--- config.mk ---
export PLATFORM = sky130hd
export DESIGN_NAME = tone_envelope_pwm
export DESIGN_NICKNAME = d
export VERILOG_FILES = /design/src/rtl/tone_envelope_pwm.sv
export SDC_FILE = /design/constraint.sdc
export NUM_CORES = 1
export LEC_CHECK = 0
export ABC_AREA = 1
export BUFFER_PORTS_ARGS = -buffer_cell sky130_fd_sc_hd__buf_2
export CAP_MARGIN = 20
export CORE_MARGIN = 5
export CORE_UTILIZATION = 50
export CTS_CLUSTER_SIZE = 14
export DETAILED_ROUTE_END_ITERATION = 8
export PLACE_DENSITY_LB_ADDON = 0.08
export REMOVE_ABC_BUFFERS = 1
export SYNTH_ARGS = -nofsm -noshare
export SYNTH_HDL_FRONTEND = slang
export SYNTH_SLANG_ARGS = --single-unit
--- constraint.sdc ---
create_clock -name clk -period 2.22 [get_ports clk]
set_input_delay 0.333 -clock clk [delete_from_list [all_inputs] [get_ports clk]]
set_output_delay 0.333 -clock clk [all_outputs]
set_load 0.02 [all_outputs]
--- src/rtl/tone_envelope_pwm.sv ---
// Speaker output stage: ADSR-style envelope on the note gate, applied to the square-wave tone via PWM.
// Optional macro TONE_ENVELOPE_DIFF_EN adds a complementary speaker_n pin for bridge-tied piezo drive.
module tone_envelope_pwm #(
    parameter logic [7:0]  ATTACK_STEP   = 8'd16,
    parameter logic [7:0]  SUSTAIN_LEVEL = 8'd160,
    parameter logic [15:0] TICK_DIV      = 16'd25000
) (
    input  logic       clk,
    input  logic       rst,
    input  logic       tone_in,
    input  logic       note_on,
    output logic       speaker,
`ifdef TONE_ENVELOPE_DIFF_EN
    output logic       speaker_n,
`endif
    output logic [7:0] env_level,
    output logic       env_busy
);

    typedef enum logic [2:0] {
        S_IDLE,
        S_ATTACK,
        S_DECAY,
        S_SUSTAIN,
        S_RELEASE
    } state_t;

    state_t      state;
    logic        tone_q;
    logic        gate_q;
    logic        gate_d;
    logic [15:0] tick_cnt;
    logic [7:0]  pwm_cnt;
    logic        tick;
    logic        rise;
    logic        fall;
    logic [8:0]  att_sum;
    logic [8:0]  dec_val;
    logic        spk_next;

    assign tick     = (tick_cnt == TICK_DIV - 16'd1);
    assign rise     = gate_q & ~gate_d;
    assign fall     = ~gate_q & gate_d;
    assign att_sum  = {1'b0, env_level} + {1'b0, ATTACK_STEP};
    assign dec_val  = (env_level == 8'd0) ? 9'd0 : ({1'b0, env_level} - 9'd1);
    assign spk_next = tone_q & (pwm_cnt < env_level);

    // Prescaler and PWM counter free-run; note events never restart them.
    always_ff @(posedge clk) begin
        if (rst) begin
            tone_q   <= 1'b0;
            gate_q   <= 1'b0;
            gate_d   <= 1'b0;
            tick_cnt <= 16'd0;
            pwm_cnt  <= 8'd0;
        end else begin
            tone_q   <= tone_in;
            gate_q   <= note_on;
            gate_d   <= gate_q;
            tick_cnt <= tick ? 16'd0 : (tick_cnt + 16'd1);
            pwm_cnt  <= pwm_cnt + 8'd1;
        end
    end

    always_ff @(posedge clk) begin
        if (rst) begin
            state     <= S_IDLE;
            env_level <= 8'd0;
            env_busy  <= 1'b0;
        end else begin
            case (state)
                S_IDLE: begin
                    env_level <= 8'd0;
                    if (rise) begin
                        state    <= S_ATTACK;
                        env_busy <= 1'b1;
                    end
                end
                S_ATTACK: begin
                    if (fall) begin
                        state <= S_RELEASE;
                    end else if (tick) begin
                        if (att_sum >= 9'd255) begin
                            env_level <= 8'd255;
                            state     <= S_DECAY;
                        end else begin
                            env_level <= att_sum[7:0];
                        end
                    end
                end
                S_DECAY: begin
                    if (fall) begin
                        state <= S_RELEASE;
                    end else if (tick) begin
                        if (SUSTAIN_LEVEL == 8'd255) begin
                            state <= S_SUSTAIN;
                        end else if (dec_val <= {1'b0, SUSTAIN_LEVEL}) begin
                            env_level <= SUSTAIN_LEVEL;
                            state     <= S_SUSTAIN;
                        end else begin
                            env_level <= dec_val[7:0];
                        end
                    end
                end
                S_SUSTAIN: begin
                    if (fall) begin
                        state <= S_RELEASE;
                    end
                end
                S_RELEASE: begin
                    // Retrigger keeps the current level so the new attack has no click.
                    if (rise) begin
                        state <= S_ATTACK;
                    end else if (tick) begin
                        env_level <= dec_val[7:0];
                        if (dec_val == 9'd0) begin
                            state    <= S_IDLE;
                            env_busy <= 1'b0;
                        end
                    end
                end
                default: begin
                    state     <= S_IDLE;
                    env_level <= 8'd0;
                    env_busy  <= 1'b0;
                end
            endcase
        end
    end

    always_ff @(posedge clk) begin
        if (rst) begin
            speaker   <= 1'b0;
`ifdef TONE_ENVELOPE_DIFF_EN
            speaker_n <= 1'b0;
`endif
        end else begin
            speaker   <= spk_next;
`ifdef TONE_ENVELOPE_DIFF_EN
            speaker_n <= (env_level != 8'd0) ? ~spk_next : 1'b0;
`endif
        end
    end

endmodule

==> metrics.cfg <==
[status]
status=finished, final reports clean

[critical_path]
crit_top_cell=nand2_1
r2r_cells=12
slowest_stage=dfxtp_1
end_kind=flop
required_ns=2.44
crit_family=simple AND/OR/NAND/NOR gates
critical_path_class=reg -> reg
max_stage_delay_ns=0.32
worstPathMaxFanout=7
crit_path_start_kind=flop
cp_num_buf_inv=2
critPathArrivalTime_ns=2.20
cp_cell_sequence=inv_1 > ha_1 > nand4_2 > nand3_1 > nand2_1 > nor2_1 > nand2_1 > nand3_2 > nand3_2 > nand2_1 > inv_1 > nor2_1
crit_cells=12

[logic_synthesis]
netlist_area_mm2=0.00248
synth_common_cells=nand2_1 (80), nor2_1 (55), inv_1 (51)
synth_top_area_share_pct=32.3
synthesis.area_per_instance_um2=6.66
synth-edff-count=0
synth_top_area_cell=dfxtp_1
synthCells=372
synth.yosys.seq_area_share_pct=32.3
yosysWarnings=0
yosys_register_bits=40
yosys_most_used_dff=dfxtp_1
synth_area_leaders=dfxtp_1 (32%), nand2_1 (12%), nor2_1 (8.3%)
async_flop_share_pct=0
synthDistinctLibCells=38
yosysMostFrequentCell=nand2_1

[sta]
fin_tns_setup_ns=0
final-hold-violation-count=0
setup_viol=0
maxSlewViolCount=0
fmax_ghz=0.505
worst_pin_slew_ns=0.508
rsz0062_at_grt=no
whs_ns=0.242
timing.final.crit_share_pct=89.2
setup_ws_ns=0.239
maxSlewHeadroom_pct=66.1
period_needed_ns=1.98
fin_skew_ns=0.00603

[placement]
place.gp.congestion=0.837
io_buffer_count=13
pre_cts_slack_ns=0.236
dp_hpwl_mm=4.20
postPlaceCellArea_mm2=0.00267
dp_cells=456

[clocking]
hold_buffers=0
cts_max_path_buffers=2
root_buffer=clkbuf_8
cts_buffers=5
cts_setup_buffers=0
clock_latency_ns=0.29
cts_max_level=2
clock-sinks=40
clk_pin_slew_ns=0.08
cts_tree=done

[pwr]
irDropWorstVdd_v=0.000648
p_leak_nw=1.26
power_density_mw_per_mm2=900

[finish]
final_cells=464
drive_above_1_share_pct=11.8
syn_to_final_growth_pct=12.3
diodes=0
design_area_mm2=0.00278
fillCellCount=461
nets=415

[floorplanning]
initial_core_util_pct=52.1
std_cell_rows=25
dieArea_mm2=0.00646
dieHeight_um=80.4
fp.dieW_um=80.4
ios=14
core_mm2=0.00475

[job]
max_cap_viol_count=0

[routing]
drc_errors=0
vias=2330
wire_per_inst_um=11.8
viasPerCell=5.02
ant_nets=0
dr.pass1.iters=4
finalWirelength_mm=5.48
drtIter0Drc=165

[global_routing]
grt_overflow_total=0
grt_pass1_wl_mm=9.49
grt_usage_pct=18.5
antenna_found_initial=0
grt_max_degree=18
grt_pass1_vias=2087

[hold_path]
hp-class=in -> reg
min_delay_path_depth=3

worst paths after layout:
path / start / to / slack [ns]
worst max-delay path: env_level[0] / state[0] / 0.24
worst min-delay path: tone_in / tone_q / 0.24
worst max register to register: env_level[0] / state[0] / 0.24
worst min register to register: tone_q / speaker / 0.46
timing repair:
| action | 4_1_cts | 5_1_grt |
|---|---|---|
| endpoints found under the setup margin | 0 | 5 |
| endpoints found under the hold margin | 0 | 0 |
| resized for setup | 0 | 2 |
area by class of cell:
cell class | instances | area (um^2) | share of cell area, %
clock buffers | 6 | 72.6 | 2.61
clock inverters | 2 | 35.0 | 1.26
inverters | 54 | 203 | 7.28
multi-input cells | 273 | 1460 | 52.3
flip-flops and latches | 40 | 801 | 28.8
well taps | 67 | 83.8 | 3.01
repair buffers | 22 | 133 | 4.77
cell families after synthesis:
kind of cell,synth area share (%)
simple gates,37.3
xor+xnor,2.12
compound gates,11.4
buf+inv,9.29
flops,32.3
fa+ha+maj,7.57
cells in the final DEF (no fill, tap or decap), drive strengths merged, types with 2 or more instances in the layout:
master  instances
dfxtp          40
clkinv          3
o21ai          12
nor3            8
buf            22
nand4           6
xnor2           3
xor2            3
nor3b           2
inv            52
a31oi           2
o21a            3
o211ai          5
nand3          42
ha             15
nor2           61
a21oi          21
clkbuf          6
nand2          83
where the power goes:
| group | internal, W | leakage, nW | switching [W] |
|---|---|---|---|
| logic | 0.000369 | 0.879 | 0.000737 |
| registers | 0.000769 | 0.325 | 0.0000443 |
| clock network | 0.000334 | 0.0552 | 0.000252 |
| total | 0.00147 | 1.26 | 0.00103 |
routing by layer:
metal	up-vias	part of all wire (%)	global-route usage [%]
li1	1252	-	-
met3	2	3.6	4.04
met5	-	0	0
met2	39	45	29.0
met4	0	0.53	4.73
met1	1037	51	25.7
worst reg2reg max path: cells and delay by family, from the launching register on:
family	cells	cell delay [ns]
adder cells (fa/ha/maj)	1	0.26
AND/OR/NAND/NOR	9	1.12
flip-flops	1	0.32
buffers and inverters	2	0.22
metrics by stage:
stage          total power, W  utilization, %
2_1_floorplan         0.00167               -
3_3_place_gp          0.00192            56.1
3_5_place_dp          0.00193            56.1
4_1_cts               0.00251            58.4
5_1_grt               0.00273            58.5
6_report              0.00250            58.5
state kept, by name (all words and copies together) (netlist names):
name and count:
state 3, env_level 8, gate_d 1, speaker 1
tone_q 1, gate_q 1, env_busy 1, pwm_cnt 8
tick_cnt 16
Power figures use the tool's default switching activity.
